File: src/rtl/instr_fetch_if.sv
// rtl/instr_fetch_if.sv - instruction fetch bus: imem port, redirect, and decode-side handshake
interface instr_fetch_if;
    logic [31:0] imem_addr_o;
    logic [31:0] imem_data_i;
    logic        redirect_i;
    logic [31:0] redirect_pc_i;
    logic [31:0] instr_o;
    logic [31:0] pc_o;
    logic        valid_o;
    logic        ready_i;
    logic        err_o;

    // Fetch unit side
    modport master (
        output imem_addr_o,
        input  imem_data_i,
        input  redirect_i,
        input  redirect_pc_i,
        output instr_o,
        output pc_o,
        output valid_o,
        input  ready_i,
        output err_o
    );

    // Memory / pipeline side
    modport slave (
        input  imem_addr_o,
        output imem_data_i,
        output redirect_i,
        output redirect_pc_i,
        input  instr_o,
        input  pc_o,
        input  valid_o,
        output ready_i,
        input  err_o
    );
endinterface

File: src/rtl/instr_fetch.sv
// rtl/instr_fetch.sv - instruction fetch with FIFO buffer and redirect; option macro FETCH_MISALIGN_CHECK_EN
module instr_fetch #(
    parameter logic [31:0] RESET_PC    = 32'h0000_0000,
    parameter int          QUEUE_DEPTH = 2
) (
    input  logic          clk_i,
    input  logic          rst_ni,
    instr_fetch_if.master bus
);
    localparam int          PW  = $clog2(QUEUE_DEPTH);
    localparam int          CW  = PW + 1;
    localparam logic [31:0] NOP = 32'h0000_0013;

    logic [31:0]   fetch_pc;
    logic [31:0]   q_pc    [QUEUE_DEPTH];
    logic [31:0]   q_instr [QUEUE_DEPTH];
    logic [PW-1:0] rd_ptr;
    logic [PW-1:0] wr_ptr;
    logic [CW-1:0] count;
    logic          full;
    logic          valid;
    logic          pop;
    logic          push;

    assign full  = (count == CW'(QUEUE_DEPTH));
    assign valid = (count != '0);
    assign pop   = valid && bus.ready_i;

`ifdef FETCH_MISALIGN_CHECK_EN
    logic err_q;
    logic misalign;

    assign misalign  = (bus.redirect_pc_i[1:0] != 2'b00);
    // A sticky error halts fetching until an aligned redirect restarts it
    assign push      = !bus.redirect_i && !err_q && (!full || pop);
    assign bus.err_o = err_q;
`else
    logic unused_pc_bits;

    // Low address bits are dropped: targets are forced word-aligned
    assign unused_pc_bits = ^bus.redirect_pc_i[1:0];
    assign push           = !bus.redirect_i && (!full || pop);
    assign bus.err_o      = 1'b0;
`endif

    assign bus.imem_addr_o = fetch_pc;
    assign bus.valid_o     = valid;
    assign bus.instr_o     = valid ? q_instr[rd_ptr] : NOP;
    assign bus.pc_o        = valid ? q_pc[rd_ptr]    : 32'h0000_0000;

    // Fetch PC, queue pointers and occupancy; redirect overrides push/pop
    always_ff @(posedge clk_i or negedge rst_ni) begin
        if (!rst_ni) begin
            fetch_pc <= RESET_PC;
            rd_ptr   <= '0;
            wr_ptr   <= '0;
            count    <= '0;
`ifdef FETCH_MISALIGN_CHECK_EN
            err_q    <= 1'b0;
`endif
        end else if (bus.redirect_i) begin
            rd_ptr <= '0;
            wr_ptr <= '0;
            count  <= '0;
`ifdef FETCH_MISALIGN_CHECK_EN
            if (misalign) begin
                err_q <= 1'b1;
            end else begin
                fetch_pc <= bus.redirect_pc_i;
                err_q    <= 1'b0;
            end
`else
            fetch_pc <= {bus.redirect_pc_i[31:2], 2'b00};
`endif
        end else begin
            if (push) begin
                wr_ptr   <= wr_ptr + PW'(1);
                fetch_pc <= fetch_pc + 32'd4;
            end
            if (pop) begin
                rd_ptr <= rd_ptr + PW'(1);
            end
            if (push && !pop) begin
                count <= count + CW'(1);
            end else if (pop && !push) begin
                count <= count - CW'(1);
            end
        end
    end

    // Queue storage; stale contents are masked by valid, so no reset needed
    always_ff @(posedge clk_i) begin
        if (push) begin
            q_pc[wr_ptr]    <= fetch_pc;
            q_instr[wr_ptr] <= bus.imem_data_i;
        end
    end
endmodule

File: src/flat_wrapper.sv
// flat-port wrapper written by rule: the top's interface ports become plain ports
module instr_fetch_flat 
#(
    parameter logic [31:0] RESET_PC    = 32'h0000_0000,
    parameter int          QUEUE_DEPTH = 2
)
  (clk_i, rst_ni, bus_imem_addr_o, bus_imem_data_i, bus_redirect_i, bus_redirect_pc_i, bus_instr_o, bus_pc_o, bus_valid_o, bus_ready_i, bus_err_o);
  instr_fetch_if bus_i ();
  input  logic clk_i;
  input  logic rst_ni;
  output wire logic [$bits(bus_i.imem_addr_o)-1:0] bus_imem_addr_o;
  input wire logic [$bits(bus_i.imem_data_i)-1:0] bus_imem_data_i;
  input wire logic [$bits(bus_i.redirect_i)-1:0] bus_redirect_i;
  input wire logic [$bits(bus_i.redirect_pc_i)-1:0] bus_redirect_pc_i;
  output wire logic [$bits(bus_i.instr_o)-1:0] bus_instr_o;
  output wire logic [$bits(bus_i.pc_o)-1:0] bus_pc_o;
  output wire logic [$bits(bus_i.valid_o)-1:0] bus_valid_o;
  input wire logic [$bits(bus_i.ready_i)-1:0] bus_ready_i;
  output wire logic [$bits(bus_i.err_o)-1:0] bus_err_o;
  assign bus_imem_addr_o = bus_i.imem_addr_o;
  assign bus_i.imem_data_i = bus_imem_data_i;
  assign bus_i.redirect_i = bus_redirect_i;
  assign bus_i.redirect_pc_i = bus_redirect_pc_i;
  assign bus_instr_o = bus_i.instr_o;
  assign bus_pc_o = bus_i.pc_o;
  assign bus_valid_o = bus_i.valid_o;
  assign bus_i.ready_i = bus_ready_i;
  assign bus_err_o = bus_i.err_o;
  instr_fetch #(.RESET_PC(RESET_PC), .QUEUE_DEPTH(QUEUE_DEPTH)) u_core (.clk_i(clk_i), .rst_ni(rst_ni), .bus(bus_i));
endmodule
File: config.mk
export PLATFORM = sky130hd
export DESIGN_NAME = instr_fetch_flat
export DESIGN_NICKNAME = d
export VERILOG_FILES = /design/src/rtl/instr_fetch_if.sv /design/src/rtl/instr_fetch.sv /design/src/flat_wrapper.sv
export SDC_FILE = /design/constraint.sdc
export NUM_CORES = 1
export LEC_CHECK = 0
export BUFFER_PORTS_ARGS = -buffer_cell sky130_fd_sc_hd__buf_2
export CORE_MARGIN = 2
export CORE_UTILIZATION = 53
export DETAILED_ROUTE_END_ITERATION = 6
export GPL_TIMING_DRIVEN = 0
export PLACE_DENSITY_LB_ADDON = 0.2
export SLEW_MARGIN = 25
export SYNTH_ARGS = -nofsm -noshare
export SYNTH_HDL_FRONTEND = slang
export SYNTH_SLANG_ARGS = --single-unit
File: constraint.sdc
create_clock -name clk_i -period 6.8 [get_ports clk_i]
set_clock_uncertainty 0.2 [all_clocks]
set_input_delay 1.36 -clock clk_i [delete_from_list [all_inputs] [get_ports clk_i]]
set_output_delay 1.36 -clock clk_i [all_outputs]
set_load 0.01 [all_outputs]
# ---- After elaboration in Yosys (flattened, before gate mapping)
# Memory sizes are Yosys's and may differ from the RTL's.
# Cells that the tools add are included.
dict set report classes {
  add_sub_neg 5
  n_mul 0
  div 0
  n_lt_le_gt_ge 0
  n_eq_ne 1
  shifts 0
  muxes 13
  n_bitwise 0
  n_reduce_logical 13
}
# op count
set ops {}
lappend ops {{32-bit 2-to-1 mux} 4}
lappend ops {{32-bit by 3-bit adder with 32-bit output, second input constant} 1}
lappend ops {{1-bit 2-to-1 mux} 6}
lappend ops {{2-bit 2-to-1 mux} 3}
lappend ops {{2-bit nonzero test} 3}
lappend ops {{1-bit logical AND} 4}
lappend ops {{1-bit logical NOT} 4}
lappend ops {{3-bit nonzero test} 1}
lappend ops {{1-bit adder, second input constant} 2}
lappend ops {{2-bit by 1-bit adder with 2-bit output, second input constant} 1}
lappend ops {{2-bit equality test, second input constant} 1}
lappend ops {{2-bit by 1-bit subtractor with 2-bit output, second input constant} 1}
lappend ops {{1-bit logical OR} 1}
dict set report totals {
  ff_bits 36
  latch_bits 0
  ramBits 128
  mem_bits_ro 0
  out_inout_bits 98
  n_memories 2
}
# memory depth word_bits read_ports rd_clocked_by_memory_dff write_ports line_no
set memory_table {}
lappend memory_table {u_core.q_instr 2 32 1 0 1 instr_fetch.sv:16} ;# logic [31:0] q_instr [QUEUE_DEPTH];
lappend memory_table {u_core.q_pc 2 32 1 0 1 instr_fetch.sv:15} ;# logic [31:0] q_pc [QUEUE_DEPTH];

# ---- Logic depth before layout (Yosys ltp)
# Gate-level depths: netlist of run 1.
dict set report logic_depth {
  ltp_word 9
  depth_mapped 7
  ltp_nobuf 6
}

# ---- Worst setup path after synthesis of run 1
# OpenSTA, ideal clock, no wires.
dict set report synth_timing {
  path_type {input to register}
  start {input port bus_redirect_i}
  end {memory u_core.q_instr[1][0] (enable)}
  setup_ps 571
  t_arrival_ps 6329
  t_required_ps 6029
  path_slack_ps -300
  path_stages 3
  path_buffers 2
  cell_sequence {clkbuf_1 -> clkbuf_1 -> nor3b_1}
}
dict set report synth_between {
  elab_chain_cells 4
}
# item line_no
set synth_rtl {}
lappend synth_rtl {{start, declared} flat_wrapper.sv:13} ;# input wire logic [$bits(bus_i.redirect_i)-1:0] bus_redirect_i;
lappend synth_rtl {{1-bit logical NOT} instr_fetch.sv:42} ;# assign push = !bus.redirect_i && (!full || pop);
lappend synth_rtl {{1-bit logical AND} instr_fetch.sv:42}
lappend synth_rtl {{1-bit 2-to-1 mux} instr_fetch.sv:93} ;# if (push) begin
lappend synth_rtl {{1-bit 2-to-1 mux (implied by the code)} instr_fetch.sv:95} ;# q_instr[wr_ptr] <= bus.imem_data_i;
lappend synth_rtl {{end, declared} instr_fetch.sv:16}
# No other way between the ends.

# ---- Final worst setup path of run 1
dict set report layout_timing {
  start {register u_core.count[0]}
  end {output port bus_instr_o[18]}
}
dict set report layout_between {
  elab_chain_cells 2
}
# item line_no
set layout_rtl {}
lappend layout_rtl {{start, declared} instr_fetch.sv:19} ;# logic [CW-1:0] count;
lappend layout_rtl {{start signal, assigned} instr_fetch.sv:84} ;# count <= count + CW'(1);
lappend layout_rtl {{start signal, assigned} instr_fetch.sv:86} ;# count <= count - CW'(1);
lappend layout_rtl {{2-bit nonzero test} instr_fetch.sv:26} ;# assign valid = (count != '0);
lappend layout_rtl {{32-bit 2-to-1 mux} instr_fetch.sv:48} ;# assign bus.instr_o = valid ? q_instr[rd_ptr] : NOP;
lappend layout_rtl {{end, declared} flat_wrapper.sv:15} ;# output wire logic [$bits(bus_i.instr_o)-1:0] bus_instr_o;
# No other way between the ends.

==> results.json, run 1 <==
{
  "rows": 40,
  "ys_seq_area_share_pct": 69.8,
  "drive_gt1_share_pct": 32.5,
  "p_per_area_nw_per_um2": 298,
  "antenna_cells": 0,
  "grt_pass1_wl_um": 21100,
  "hpwl_um": 9810,
  "synth_cell_type_count": 32,
  "cts_setup_buffers": 0,
  "netlist_top_cells_count": "124 x edfxtp_1, 69 x nor2_1, 63 x mux2i_1",
  "drt-total-wl_um": 13700,
  "syn2layout_area_growth_pct": 27.2,
  "pin_count": 166,
  "fmax_mhz": 253,
  "gp_congestion": 0.823,
  "slew_headroom_pct": 43.1,
  "worstPathMaxFanout": 10,
  "synth_area_leaders": "edfxtp_1 57%, dfrtp_1 13%, mux2i_1 9.6%, nor2_1 4.0%, nand2_1 2.5%",
  "grt_pass1_vias": 4185,
  "die-area_um2": 13300,
  "vias_per_cell": 5.08,
  "p_total_mw": 2.48,
  "synthArstFlopShare_pct": 21.5,
  "finalNetCount": 739,
  "cts_tree": "done",
  "hold_class": "flop to flop",
  "clock_path_buffers": 2,
  "ys_seq_elements": 158,
  "syn_area_um2": 6550,
  "crit_type": "flop to output pin",
  "synth_top_area_share_pct": 56.8,
  "synth_cells": 476,
  "grtUsageTotal_pct": 21.3,
  "coreArea_um2": 12100,
  "antenna_found_initial": 1,
  "setup_viol": 0,
  "slew_violations": 0,
  "synth-edff-count": 124,
  "multi_input_area_um2": 1860,
  "die_width_um": 115,
  "p_leak_nw": 3.37,
  "fin_crit_sh_pct": 58.1,
  "finalHoldViolations": 0,
  "clk_pin_slew_ns": 0.06,
  "drt-initial-drc-count": 262,
  "grt-ovfl-total": 0,
  "route.vias.total": 4324,
  "synth_top_cell_by_area": "edfxtp_1",
  "rsz0062_at_grt": "false",
  "initial_core_util_pct": 54.3,
  "status": "complete, no violations",
  "drc": 0,
  "dr.pass1.iters": 4,
  "htree_levels": 4,
  "place.port_buffers": 157,
  "synth_warnings": 0,
  "tightest_slew_ns": 0.852,
  "ff_latch_area_um2": 4570,
  "cts_root_buffer": "clkbuf_16",
  "cts_resized": 0,
  "clock_latency_ns": 0.42,
  "fillerInstances": 857,
  "utilization_pct": 69.1,
  "ant_nets": 0,
  "period_needed_ns": 3.95,
  "synthFlopType": "edfxtp_1",
  "cp-end-kind": "output pin",
  "critPathArrivalTime_ns": 2.39,
  "cts_buffers": 17,
  "drt-wirelength-per-cell_um": 16.2,
  "die_h_um": 115,
  "grt_start_max_net_pins": 35,
  "required_ns": 5.24,
  "cts_sinks": 158,
  "avgSynthCellArea_um2": 13.8,
  "synth_most_common_cell": "edfxtp_1",
  "cp-start-kind": "flop",
  "drv_cap": 0,
  "cts_hold_buffers": 0,
  "peakVddDrop_v": 0.000148
}
-- path summary, 6_finish.rpt --
check / startpoint / endpoint / slack (ns) / depth (start not counted)
max: u_core.count[0] / bus_instr_o[18] / 2.85 / 5
min: u_core.bus.imem_addr_o[31] / u_core.q_pc[0][31] / 0.34 / 0
max reg2reg: u_core.count[0] / u_core.q_instr[0][18] / 4.43 / 5
min reg2reg: u_core.bus.imem_addr_o[31] / u_core.q_pc[0][31] / 0.34 / 0
max in group asynchronous: rst_ni / u_core.count[0] / 5.07 / 1
min in group asynchronous: rst_ni / u_core.bus.imem_addr_o[21] / 0.83 / 1
-- critical path, stage by stage (launching register included) --
cell and delay, ns:
dfrtp_1 0.42, nor2_1 0.41, clkbuf_1 0.44, buf_1 0.43, nor2_1 0.12, buf_2 0.16
-- layout make-up --
class | count | share of cell area (%)
buffer | 28 | 1.68
clock buffer | 24 | 6.54
clock inverter | 8 | 0.780
inverter | 3 | 0.135
multi-input combinational | 291 | 22.3
sequential | 158 | 54.9
tap | 168 | 2.52
timing repair buffer | 171 | 11.2
-- logic make-up (layout without fill, tap and decap cells) --
kind of cell / after synthesis / in the layout / share of synthesized area (%)
and+or+nand+nor: 159 / 159 / 11.3
AOI/OAI and AO/OA: 30 / 30 / 2.29
muxes: 64 / 64 / 9.80
adders and majority gates: 1 / 1 / 0.191
buffers and inverters: 31 / 234 / 2.31
other: 1 / 5 / 0.0572
xor gates and xnor gates: 32 / 32 / 4.28
DFF: 158 / 158 / 69.8
-- sequential cells by signal (all words and copies together), names as in the netlist --
| name | cells |
|---|---|
| u_core.q_pc | 60 |
| u_core.q_instr | 64 |
| u_core.bus.imem_addr_o | 30 |
| u_core.count | 2 |
| u_core.rd_ptr | 1 |
| u_core.wr_ptr | 1 |
-- layout by cell type, fill, tap and decap left out, types with 13 or more instances in the layout --
cell type  count
clkbuf_16     20
edfxtp_1     124
o21ai_0       22
clkbuf_1      15
nand2_1       44
nor2_1        69
buf_2        164
dfrtp_1       34
mux2i_1       63
xor2_1        16
nand3_1       13
xnor2_1       16
-- layer usage --
metal | track usage (%) | routed length [µm] | part of all wire (%) | up-vias
met4 | 6.67 | 119 | 0.87 | 2
li1 | - | - | - | 2083
met3 | 6.48 | 886 | 6.4 | 12
met5 | 0 | 13 | 0.095 | -
met2 | 36.5 | 6940 | 50 | 151
met1 | 26.1 | 5790 | 42 | 2076
-- power by group --
part / internal [mW] / switching (mW)
Combinational: 0.152 / 0.213
Clock: 0.566 / 0.370
Sequential: 1.13 / 0.0484
Total: 1.85 / 0.632
-- metrics by stage --
step	instances	TNS [ns]	hold WS (ns)	worst slack, ns	area (µm²)
2_1_floorplan	480	0	0.323	0.0233	6570
3_3_place_gp	805	-151.00	0.322	-2.44	7570
3_5_place_dp	819	0	0.325	3.23	7730
4_1_cts	851	0	0.343	2.76	8340
5_1_grt	851	0	0.360	2.62	8340
6_report	851	0	0.340	2.85	8340
Note: power is estimated with default switching activity, not from simulation.
==> run 2, diff against run 1 <==
clock period = 3.7 ns   (was 6.8 ns; I/O delays follow)
==> run 2 against run 1 <==
Effect of this change:
- total power is 84% higher
- first-iteration DRC count is 20% lower
- non-clock buffer count is 4 lower
- register-to-register slack worse by 3.1 ns
- setup slack worse by 2.4 ns
- cell area hardly changed
- highest routed layer is now met4
- critical path depth stayed put
- hold slack worse by 0.13 ns
- largest cell class unchanged
- combinational power is 84% higher
- sequential share of layout area hardly changed
- wire length is 1.3% higher
- critical path type unchanged
==> results.json, run 2 (synthesis gave the netlist of run 1 again) <==
{
  "drc": 0,
  "finalHoldViolations": 0,
  "p_leak_nw": 3.36,
  "ant_nets": 0,
  "setup_ws_ns": 0.419,
  "p_per_area_nw_per_um2": 549,
  "switching_share_pct": 25.3,
  "initial_core_util_pct": 54.3,
  "grt_pass1_vias": 4315,
  "die_width_um": 115,
  "die-area_um2": 13300,
  "clock_path_buffers": 2,
  "drt-wirelength-per-cell_um": 16.4,
  "rsz0062_at_grt": "false",
  "drt-initial-drc-count": 209,
  "coreArea_um2": 12100,
  "hold_class": "input pin to async pin",
  "dr.pass1.iters": 7,
  "cts_root_buffer": "clkbuf_16",
  "tightest_slew_ns": 0.784,
  "drv_cap": 0,
  "gp_congestion": 0.825,
  "internal_power_mw": 3.42,
  "path_common_cell": "nor2_1",
  "cts_setup_buffers": 0,
  "critical-path-slowest-cell": "clkbuf_1",
  "htree_levels": 4,
  "hpwl_um": 9790,
  "crit_chain": "nor2_1 > clkbuf_1 > buf_1 > nor2_1 > buf_2",
  "vias_per_cell": 5.09,
  "clock_latency_ns": 0.41,
  "status": "complete, no violations",
  "combPwrFrac_pct": 14.7,
  "cts_buffers": 17,
  "slew_violations": 0,
  "place.port_buffers": 157,
  "rows": 40,
  "worstPathMaxFanout": 10,
  "utilization_pct": 69.1,
  "peakVddDrop_v": 0.000290,
  "cp-start-kind": "flop",
  "p_total_mw": 4.58,
  "regMostFlops": "u_core.q_instr",
  "reg2regPathDepth": 5,
  "timing.rr.end": "u_core.bus.imem_addr_o[31]",
  "cpPeakStageDelay_ns": 0.44,
  "cts_hold_buffers": 0,
  "cts_tree": "done",
  "switchingPower_mw": 1.16,
  "drive_gt1_share_pct": 32.3,
  "cts_resized": 0,
  "route.vias.total": 4319,
  "fin_crit_sh_pct": 88.7,
  "drt-total-wl_um": 13900,
  "p_seq_share_pct": 47.5,
  "clk_pin_slew_ns": 0.06,
  "setup_viol": 0,
  "r2r_start": "u_core.bus.imem_addr_o[5]",
  "cp-end-kind": "output pin",
  "finalNetCount": 735,
  "grt_pass1_wl_um": 21400,
  "mostFrequentLayoutCells": "164 x buf_2, 124 x edfxtp_1, 69 x nor2_1",
  "grt-ovfl-total": 0,
  "grt_start_max_net_pins": 35,
  "slew_headroom_pct": 47.8,
  "required_ns": 2.76,
  "cts_sinks": 158,
  "preCtsSetupSlack_ns": 0.738,
  "syn2layout_area_growth_pct": 27.2,
  "die_h_um": 115,
  "fmax_mhz": 305,
  "antenna_found_initial": 0,
  "pin_count": 166,
  "crit_type": "flop to output pin",
  "setup_tns_ns": 0,
  "final_cell_area_um2": 8330,
  "regToRegSetupSlack_ns": 1.33,
  "place_area_um2": 7720,
  "critPathArrivalTime_ns": 2.34,
  "period_needed_ns": 3.28,
  "power_frac_clock_pct": 37.8,
  "grtUsageTotal_pct": 21.4,
  "final_common_cell": "buf_2",
  "largest_register_ffs": 64
}
run 2: cell count changes in the layout (fill, tap and decap cells not counted), sizes merged:
cell	previous run	this run
buf	185	181
bufinv	0	2
diode	0	1
clkbuf	38	35
clkinv	5	6
run 2: layout make-up:
| class | count | area, µm² |
|---|---|---|
| fill | 874 | 3730 |
| timing repair buffer | 167 | 921 |
| buffer | 28 | 140 |
| sequential | 158 | 4570 |
| multi-input combinational | 291 | 1870 |
| clock inverter | 11 | 133 |
| antenna | 1 | 2.50 |
| clock buffer | 21 | 470 |
| tap | 168 | 210 |
| inverter | 3 | 11.3 |
run 2: worst max path at each step:
stage | slack (ns) | depth (start not counted) | end | start
global route | 0.16 | 5 | bus_instr_o[22] | u_core.count[0]
CTS | 0.36 | 5 | bus_instr_o[22] | u_core.count[0]
floorplan | 0.28 | 3 | u_core.q_instr[1][0] | bus_redirect_i
detailed placement | 0.74 | 5 | u_core.q_pc[1][4] | bus_redirect_i
finish | 0.42 | 5 | bus_instr_o[22] | u_core.count[0]
global placement | -0.77 | 3 | u_core.q_pc[1][28] | bus_redirect_i
run 2: worst max-delay path, delay by kind of cell (launching register included):
| kind | cells | cell delay [ns] |
|---|---|---|
| buf+inv | 3 | 1.00 |
| flops | 1 | 0.42 |
| simple gates | 2 | 0.51 |
run 2: metal layers:
metal / track usage [%] / routed length, µm / up-vias
li1: - / - / 2091
met1: 26.5 / 5830 / 2061
met2: 37.5 / 7140 / 154
met3: 5.17 / 843 / 13
met4: 6.75 / 121 / 0
met5: 0 / 0 / -
run 2: power groups by stage:
stage | Clock (mW) | Sequential, mW | Combinational, mW
3_5_place_dp | 0 | 2.21 | 0.681
6_report | 1.73 | 2.17 | 0.673
3_3_place_gp | 0 | 2.20 | 0.638
2_1_floorplan | 0 | 2.20 | 0.375
4_1_cts | 1.76 | 2.17 | 0.685
5_1_grt | 1.84 | 2.19 | 0.740
run 2: stage by stage:
step                hold WS, ns  instances
global route              0.249        847
global placement          0.316        805
finish                    0.209        848
floorplan                 0.244        480
detailed placement        0.315        815
CTS                       0.220        847
==> run 3, diff against run 2 <==
CORE_UTILIZATION = 48   (was 53)
clock period = 2.9 ns   (was 3.7 ns; I/O delays follow)
==> run 3 against run 2 <==
Effect of this change:
- first-iteration DRC count increased by 18%
- cell area increased by 0.71%
- setup slack got worse by 0.22 ns
- hold slack got worse by 0.15 ns
- clock-buffer cell count decreased by 4
- flip-flop and latch count unchanged
- clock power increased by 39%
- global-route usage decreased by 1.7 points
- sequential share of layout area decreased by 0.38 points
- critical path type unchanged
- largest cell class unchanged
- largest power group unchanged
- highest routed layer unchanged
==> results.json, run 3 (synthesis gave the netlist of run 1 again) <==
{
  "die_h_um": 121,
  "fin_crit_sh_pct": 93.1,
  "hold_class": "input pin to async pin",
  "clk_pin_slew_ns": 0.06,
  "fillerInstances": 1052,
  "coreArea_um2": 13300,
  "grt_start_max_net_pins": 35,
  "drt-total-wl_um": 13900,
  "path_common_cell": "buf_2",
  "preCtsSetupSlack_ns": 0.167,
  "regMostFlops": "u_core.q_instr",
  "route.vias.total": 4334,
  "critical-path-slowest-cell": "dfrtp_1",
  "mostFrequentLayoutCells": "165 x buf_2, 124 x edfxtp_1, 68 x nor2_1",
  "grt_pass1_wl_um": 21600,
  "critPathArrivalTime_ns": 1.92,
  "rsz0062_at_grt": "false",
  "cts_setup_buffers": 0,
  "slew_headroom_pct": 30.2,
  "period_needed_ns": 2.70,
  "grt_pass1_vias": 4178,
  "antenna_found_initial": 0,
  "cts_buffers": 17,
  "startpoint": "u_core.rd_ptr",
  "slew_violations": 0,
  "worstPathMaxFanout": 10,
  "die-area_um2": 14600,
  "clock_latency_ns": 0.42,
  "cts_hold_buffers": 0,
  "grt-ovfl-total": 0,
  "htree_levels": 4,
  "cpPeakStageDelay_ns": 0.61,
  "antenna_cells": 0,
  "crit_type": "flop to output pin",
  "initial_core_util_pct": 49.3,
  "finalHoldViolations": 0,
  "pin_count": 166,
  "r2r_start": "u_core.bus.imem_addr_o[5]",
  "drive_gt1_share_pct": 33.1,
  "setup_viol": 0,
  "reg2regPathDepth": 5,
  "cts_root_buffer": "clkbuf_16",
  "status": "complete, no violations",
  "die_width_um": 121,
  "grtUsageTotal_pct": 19.7,
  "ant_nets": 0,
  "rows": 42,
  "multi_input_area_um2": 1870,
  "drt-initial-drc-count": 246,
  "p_leak_nw": 3.38,
  "syn2layout_area_growth_pct": 28.1,
  "timing.rr.end": "u_core.bus.imem_addr_o[31]",
  "dr.pass1.iters": 4,
  "drt-wirelength-per-cell_um": 16.3,
  "setup_ws_ns": 0.200,
  "gp_congestion": 0.806,
  "tightest_slew_ns": 1.04,
  "cp-start-kind": "flop",
  "peakVddDrop_v": 0.000382,
  "place.port_buffers": 157,
  "p_per_area_nw_per_um2": 718,
  "drv_cap": 0,
  "regToRegSetupSlack_ns": 0.40,
  "cp-end-kind": "output pin",
  "finalHoldWorstSlack_ns": 0.0545,
  "finalNetCount": 733,
  "fmax_mhz": 370,
  "drc": 0,
  "clock_path_buffers": 2,
  "largest_register_ffs": 64,
  "required_ns": 2.12,
  "critical_path_buf_inv_count": 2,
  "critPathTopFamily": "flip-flops",
  "final_common_cell": "buf_2",
  "hpwl_um": 9710,
  "p_total_mw": 6.02,
  "cts_sinks": 158,
  "ff_latch_area_um2": 4570,
  "vias_per_cell": 5.08,
  "crit_chain": "buf_2 > mux2i_1 > nor2_1 > buf_2",
  "cts_tree": "done"
}
## run 3: changes by cell type in the layout (fill, tap and decap cells not counted), moves of 3 or more
cell / previous run / this run
clkinvlp_4: 1 / 5
buf_8: 6 / 3
clkbuf_1: 15 / 9
bufinv_16: 2 / 5
## run 3: per-layer routing
layer,global-route usage (%),vias up,part of all wire [%]
met3,5.19,16,6.8
li1,-,2076,-
met4,7.41,0,1.3
met1,26.3,2069,44
met5,0,-,0
met2,31.3,173,48
## run 3: worst max path at each step
stage	to	cells after the start
2_1_floorplan	u_core.q_instr[1][0]	3
3_3_place_gp	u_core.q_instr[1][26]	3
3_5_place_dp	bus_instr_o[19]	5
4_1_cts	bus_instr_o[19]	5
5_1_grt	bus_pc_o[16]	4
6_report	bus_pc_o[18]	4
## run 3: cell type report
class                   instances  area share, %
flip-flops and latches        158           54.5
multi-input cells             291           22.2
repair buffers                166           10.7
clock buffers                  17           5.07
clock inverters                15           2.62
well taps                     176           2.62
plain buffers                  27           2.07
inverters                       3          0.134
## run 3: metrics by stage
step                      area, µm²  setup TNS, ns  instances  util, %
after floorplan                6630         -21.44        480        -
after global placement         7630        -134.58        813     57.4
after detailed placement       7740              0        822     58.2
after CTS                      8390              0        853     63.1
after global routing           8390              0        853     63.1
final                          8390              0        853     63.1
## run 3: where the power goes
group	total [mW]	internal, mW	switching [mW]
Sequential	2.78	2.66	0.120
Clock	2.40	1.52	0.876
Combinational	0.847	0.356	0.492
## run 3: timing repair
| item | CTS | global route |
|---|---|---|
| gates resized for setup | 3 | 0 |
| endpoints found under the hold margin | 0 | 0 |
| setup endpoints to repair | 21 | 0 |
